--- config.mk ---
export PLATFORM = sky130hd
export DESIGN_NAME = alu_seq
export DESIGN_NICKNAME = d
export VERILOG_FILES = /design/src/rtl/alu_pkg.sv /design/src/rtl/alu_comb.sv /design/src/rtl/alu_seq.sv
export SDC_FILE = /design/constraint.sdc
export NUM_CORES = 1
export LEC_CHECK = 0
export ABC_CLOCK_PERIOD_IN_PS = 3070
export CAP_MARGIN = 20
export CORE_MARGIN = 3
export CORE_UTILIZATION = 54
export DETAILED_ROUTE_END_ITERATION = 7
export GPL_ROUTABILITY_DRIVEN = 0
export GPL_TIMING_DRIVEN = 1
export PLACE_DENSITY_LB_ADDON = 0.1
export SLEW_MARGIN = 20
export SYNTH_ARGS = -nofsm -noshare
export SYNTH_HDL_FRONTEND = slang
export SYNTH_SLANG_ARGS = --single-unit
--- constraint.sdc ---
create_clock -name clk -period 3.07 [get_ports clk]
set_input_delay 0.4605 -clock clk [delete_from_list [all_inputs] [get_ports clk]]
set_output_delay 0.4605 -clock clk [all_outputs]
set_load 0.005 [all_outputs]
--- src/rtl/alu_pkg.sv ---
// Shared types for the multi-cycle datapath ALU: opcodes, controller states
// and the bit positions of the {Z, N, V} status word.
package alu_pkg;

  typedef enum logic [2:0] {
    OP_ADD = 3'b000,
    OP_SUB = 3'b001,
    OP_AND = 3'b010,
    OP_NOT = 3'b011,
    OP_MUL = 3'b100,
    OP_LSL = 3'b101,
    OP_LSR = 3'b110,
    OP_ASR = 3'b111
  } alu_op_t;

  typedef enum logic {
    S_IDLE = 1'b0,
    S_EXEC = 1'b1
  } alu_state_t;

  localparam int ST_V = 0;
  localparam int ST_N = 1;
  localparam int ST_Z = 2;

  localparam logic [2:0] STATUS_RST = 3'b100;

endpackage

--- src/rtl/alu_comb.sv ---
// Combinational single-cycle operations and the status-flag function.
// Multi-cycle ops pass their finished result through here so every path shares one flag encoder.
module alu_comb
  import alu_pkg::*;
#(
  parameter int WIDTH = 16
) (
  input  alu_op_t          op_i,
  input  logic [WIDTH-1:0] a_i,
  input  logic [WIDTH-1:0] b_i,
  input  logic [WIDTH-1:0] seq_res_i,
  input  logic             seq_ovf_i,
  output logic [WIDTH-1:0] res_o,
  output logic [2:0]       status_o
);

  localparam int MSB = WIDTH - 1;

  logic ovf;

  // NOTE: every output of a combinational block gets a default first so no latch is inferred.
  always_comb begin
    res_o = seq_res_i;
    ovf   = 1'b0;
    case (op_i)
      OP_ADD: begin
        res_o = a_i + b_i;
        ovf   = (a_i[MSB] == b_i[MSB]) && (res_o[MSB] != a_i[MSB]);
      end
      OP_SUB: begin
        res_o = a_i - b_i;
        ovf   = (a_i[MSB] != b_i[MSB]) && (res_o[MSB] != a_i[MSB]);
      end
      OP_AND: res_o = a_i & b_i;
      OP_NOT: res_o = ~b_i;
      OP_MUL: ovf = seq_ovf_i;
      default: ;
    endcase
  end

  always_comb begin
    status_o       = '0;
    status_o[ST_Z] = (res_o == '0);
    status_o[ST_N] = res_o[MSB];
    status_o[ST_V] = ovf;
  end

endmodule

--- src/rtl/alu_seq.sv ---
// Multi-cycle datapath ALU: start/busy/done handshake, iterative shift-add
// multiply and bit-serial shifts, registered result and {Z, N, V} status.
module alu_seq
  import alu_pkg::*;
#(
  parameter int WIDTH = 16,
  parameter int SHW   = $clog2(WIDTH)
) (
  input  logic             clk,
  input  logic             reset,
  input  logic             start,
  input  logic [2:0]       ALUop,
  input  logic [WIDTH-1:0] Ain,
  input  logic [WIDTH-1:0] Bin,
  output logic             busy,
  output logic             done,
  output logic [WIDTH-1:0] out,
  output logic [2:0]       status
);

  localparam logic [SHW:0] CNT_ONE = {{SHW{1'b0}}, 1'b1};

  alu_state_t         state_q, state_d;
  alu_op_t            op_q, op_d;
  logic [WIDTH-1:0]   a_q, a_d;
  logic [2*WIDTH-1:0] acc_q, acc_d;
  logic [SHW:0]       cnt_q, cnt_d;
  logic               busy_q, busy_d;
  logic               done_q, done_d;
  logic [WIDTH-1:0]   out_q, out_d;
  logic [2:0]         status_q, status_d;

  alu_op_t            live_op, comb_op;
  logic [WIDTH-1:0]   mul_addend;
  logic [WIDTH:0]     mul_sum;
  logic [2*WIDTH-1:0] mul_next;
  logic [WIDTH-1:0]   sh_cur, sh_step, sh_next;
  logic [WIDTH-1:0]   seq_res, comb_res;
  logic               seq_ovf;
  logic [2:0]         comb_status;

  assign live_op = alu_op_t'(ALUop);
  assign comb_op = (state_q == S_EXEC) ? op_q : live_op;

  // Multiplier sits in the low half of acc_q; each step adds A to the high half and shifts right.
  assign mul_addend = acc_q[0] ? a_q : '0;
  assign mul_sum    = {1'b0, acc_q[2*WIDTH-1:WIDTH]} + {1'b0, mul_addend};
  assign mul_next   = {mul_sum, acc_q[WIDTH-1:1]};

  assign sh_cur = acc_q[WIDTH-1:0];
  always_comb begin
    sh_step = sh_cur >> 1;
    case (op_q)
      OP_LSL:  sh_step = sh_cur << 1;
      OP_ASR:  sh_step = {sh_cur[WIDTH-1], sh_cur[WIDTH-1:1]};
      default: ;
    endcase
  end
  // A zero shift amount still spends one EXEC cycle, just without moving any bits.
  assign sh_next = (cnt_q == '0) ? sh_cur : sh_step;

  assign seq_res = (op_q == OP_MUL) ? mul_next[WIDTH-1:0] : sh_next;
  assign seq_ovf = |mul_next[2*WIDTH-1:WIDTH];

  alu_comb #(.WIDTH(WIDTH)) u_comb (
    .op_i      (comb_op),
    .a_i       (Ain),
    .b_i       (Bin),
    .seq_res_i (seq_res),
    .seq_ovf_i (seq_ovf),
    .res_o     (comb_res),
    .status_o  (comb_status)
  );

  always_comb begin
    state_d  = state_q;
    op_d     = op_q;
    a_d      = a_q;
    acc_d    = acc_q;
    cnt_d    = cnt_q;
    busy_d   = busy_q;
    done_d   = 1'b0;
    out_d    = out_q;
    status_d = status_q;
    case (state_q)
      S_IDLE: begin
        if (start) begin
          if (!ALUop[2]) begin
            out_d    = comb_res;
            status_d = comb_status;
            done_d   = 1'b1;
          end else begin
            op_d    = live_op;
            a_d     = Ain;
            busy_d  = 1'b1;
            state_d = S_EXEC;
            if (live_op == OP_MUL) begin
              acc_d = {{WIDTH{1'b0}}, Bin};
              cnt_d = WIDTH[SHW:0];
            end else begin
              acc_d = {{WIDTH{1'b0}}, Ain};
              cnt_d = {1'b0, Bin[SHW-1:0]};
            end
          end
        end
      end
      default: begin
        acc_d = (op_q == OP_MUL) ? mul_next : {{WIDTH{1'b0}}, sh_next};
        if (cnt_q <= CNT_ONE) begin
          out_d    = comb_res;
          status_d = comb_status;
          done_d   = 1'b1;
          busy_d   = 1'b0;
          state_d  = S_IDLE;
        end else begin
          cnt_d = cnt_q - CNT_ONE;
        end
      end
    endcase
  end

  // NOTE: sequential state uses non-blocking assignments so all registers update from the same pre-edge values.
  always_ff @(posedge clk or posedge reset) begin
    if (reset) begin
      state_q  <= S_IDLE;
      op_q     <= OP_ADD;
      a_q      <= '0;
      acc_q    <= '0;
      cnt_q    <= '0;
      busy_q   <= 1'b0;
      done_q   <= 1'b0;
      out_q    <= '0;
      status_q <= STATUS_RST;
    end else begin
      state_q  <= state_d;
      op_q     <= op_d;
      a_q      <= a_d;
      acc_q    <= acc_d;
      cnt_q    <= cnt_d;
      busy_q   <= busy_d;
      done_q   <= done_d;
      out_q    <= out_d;
      status_q <= status_d;
    end
  end

  assign busy   = busy_q;
  assign done   = done_q;
  assign out    = out_q;
  assign status = status_q;

endmodule

==> impl_metrics.yaml <==
cells_and_area:
  area.growth.synth_to_final_pct: 47.5
  layout.cells.non_filler: 1315
  layout-drive-gt1-share: 0.349
  fin_nets: 1228
  n_fill_cell: 799
  seq_area_sq_um: 1930
  multi_input_area_sq_um: 5430
  n_antenna_cell: 0
yosys:
  synth_simple_gate_area_share: 0.208
  synth_compound_area_frac: 0.285
  synth_xor_area_frac: 0.0224
  synth_area_sq_um: 7030
  seq_area_frac_synth: 0.274
  ys_seq_elements: 77
  synth_edf_count: 0
  yosys.cell_count.top_type: "nand2_1"
  yosysWarnings: 0
  synth_area_per_cell_sq_um: 7.96
  yosys-top-cells-area: "dfrtp_1, ha_1, nand2_1"
  synth_top_area_frac: 0.270
  ys_top_cells_by_count: "nand2_1, dfrtp_1, a21oi_1, nor2_1, o21ai_0"
  ys_types: 83
  synth_ff_type: "dfrtp_1"
  synthMuxAreaShare: 0.0585
  yosys.area_share.adder: 0.0957
  yosysTopAreaCell: "dfrtp_1"
  synth_nets: 974
  synth_top_family_by_area: "compound AO/OA/AOI/OAI gates"
  synthCells: 884
  synthArstFlopShare: 1.00
clock_tree:
  hold_buffers: 0
  cts-root-buf: "clkbuf_16"
  cts_buffer_depth: 2
  path_clk_slew_ns: 0.06
  cts_tree: "yes"
  clkLatencyLatePin_ns: 0.35
  htreeDepth: 3
  cts_buffers: 9
  tritoncts_num_sinks: 77
sta:
  rsz0062_at_grt: "true"
  fin_crit_sh: 1.07
  finalClockSkew_ns: 0.0106
  setup_ws_ns: -0.203
  clock.fmax_mhz: 306
  final_hold_viol_count: 0
  slew-limit-headroom: 0.470
  period_minus_slack_ns: 3.27
  setup_viol: 2
  maxSlewViolCount: 0
  worst_pin_slew_ns: 0.795
setup_path:
  critical_path.startpoint_type: "primary input"
  r2r-start: "acc_q[0]"
  crit_family: "compound AO/OA/AOI/OAI gates"
  cp_num_buf_inv: 2
  critical-path-slowest-cell: "clkdlybuf4s15_1"
  crit_type: "primary input to register"
  worstPathArrival_ns: 3.53
  setup.worst_path.start: "Ain[6]"
  r2r_cells: 13
  path_depth: 11
  cp.required_ns: 3.32
  cp_cell_sequence: "clkdlybuf4s15_1, ha_4, o21ba_2, buf_4, o21ba_4, nor4_4, o41ai_4, a2111oi_4, o2111ai_2, a2111o_1, o31ai_2"
  cp-end-kind: "register"
  cp_slowest_stage_delay_ns: 0.42
  worst-path-max-fanout: 4
power_and_ir_drop:
  pwr-share-seq: 0.220
  p_int_w: 0.00478
  pwr-share-clk: 0.116
  power_density_nw_per_um2: 825
  switching_share: 0.441
  power.leakage_nw: 4.89
  power_w: 0.00856
  vdd_drop_max_mv: 0.580
  p_sw_w: 0.00378
  comb_power_share: 0.664
routing:
  met1_length_mm: 10.4
  wirelength_mm: 27.7
  met2WireLength_mm: 12.8
  wl_per_cell_microns: 21.1
  wl_met3_mm: 2.56
  drc: 0
  via_count: 8523
  vias_per_cell: 6.48
  drt_first_pass_iters: 6
  antenna_left: 0
  dr.max_layer_used: "met4"
  drt_iter0_markers: 922
min_path:
  whs_path_depth: 3
  hold_path_class: "primary input to register"
  hp-start: "Ain[8]"
run_status:
  outcome: "finished, violations left"
  violations: "setup timing"
global_route:
  overflow: 0
  grt_antenna_before_repair: 0
  grt_pass1_wl_mm: 41.7
  grt_usage: 0.360
  grt_max_degree: 50
  grt_pass1_vias: 8296
placement:
  post-place-cells: 1266
  hpwl_mm: 19.2
  io_buffers: 58
  post-place-ws_ns: -0.852
floorplanning:
  placementRows: 41
  io_pins: 59
  dieArea_sq_um: 14400
  fp.dieW_microns: 120
  coreArea_sq_um: 12700
  die_h_microns: 120
  start_util: 0.555
job:
  drv_cap: 0
## stage by stage
step                      setup TNS, ns  utilization  hold WS [ns]  instance area [sq um]
after global placement            -4.74        0.726         0.453                   9200
final                            -0.374        0.819         0.444                  10400
after CTS                        -0.428        0.776         0.472                   9830
after global routing             -0.593        0.819         0.449                  10400
after detailed placement          -5.78        0.726         0.457                   9200
after floorplan                 -0.0204            -         0.437                   7120
## worst register-to-register path, delay by kind of cell, from the launching register on
| family | cells | cell delay [ns] |
|---|---|---|
| DFF | 1 | 0.45 |
| buffers and inverters | 2 | 0.30 |
| AOI/OAI and AO/OA | 4 | 0.74 |
| adders and majority gates | 1 | 0.16 |
| and+or+nand+nor | 6 | 1.50 |
## placed cells by master, fill, tap and decap left out, drive strengths merged, types with 17 or more instances in the layout
master / count
inv: 46
a21oi: 74
clkdlybuf4s50: 35
buf: 236
clkbuf: 17
o21ai: 53
ha: 49
nor2: 53
nand2: 145
dfrtp: 76
o22ai: 18
and2: 21
mux2i: 25
## power by group through the flow
stage	Combinational [W]	Sequential [W]	Clock [W]
floorplan	0.00282	0.00177	0
detailed placement	0.00490	0.00186	0
global placement	0.00473	0.00183	0
global route	0.00607	0.00193	0.00104
CTS	0.00518	0.00184	0.00100
finish	0.00568	0.00188	0.000995
## logic make-up (layout without fill, tap and decap cells)
family | Yosys count | in the layout
DFF | 77 | 77
adders and majority gates | 52 | 52
buffers and inverters | 95 | 354
xor gates and xnor gates | 18 | 18
muxes | 38 | 38
and+or+nand+nor | 310 | 310
AOI/OAI and AO/OA | 294 | 294
## path summary, 6_finish.rpt
| kind | to | slack (ns) |
|---|---|---|
| worst max register to register | status[0] | -0.17 |
| min in group asynchronous | a_q[15] | 0.46 |
| worst min-delay path | a_q[8] | 0.44 |
| worst min register to register | a_q[8] | 0.47 |
| max in group asynchronous | state_q | 1.94 |
| worst max-delay path | status[2] | -0.20 |
## layer usage
layer | up-vias | global-route usage
met3 | 166 | 0.0697
met2 | 589 | 0.586
li1 | 3756 | -
met4 | 0 | 0.197
met1 | 4012 | 0.450
met5 | - | 0
## sequential cells by signal (all words and copies together) (netlist names)
| name | count |
|---|---|
| acc_q | 32 |
| a_q | 16 |
| out | 15 |
| cnt_q | 5 |
| op_q | 3 |
| status | 3 |
| busy | 1 |
| done | 1 |
| state_q | 1 |
## cell type report
class | count | share of cell area
clock buffers | 11 | 0.0224
clock inverters | 5 | 0.00338
inverters | 45 | 0.0164
multi-input cells | 712 | 0.523
flip-flops and latches | 77 | 0.186
well taps | 172 | 0.0207
repair buffers | 293 | 0.228
## timing repair
item	CTS	global route
buffers inserted	14	19
pin swaps	34	52
gates resized for setup	75	101
setup endpoints to repair	7	7
(Power assumes the default switching activity.)
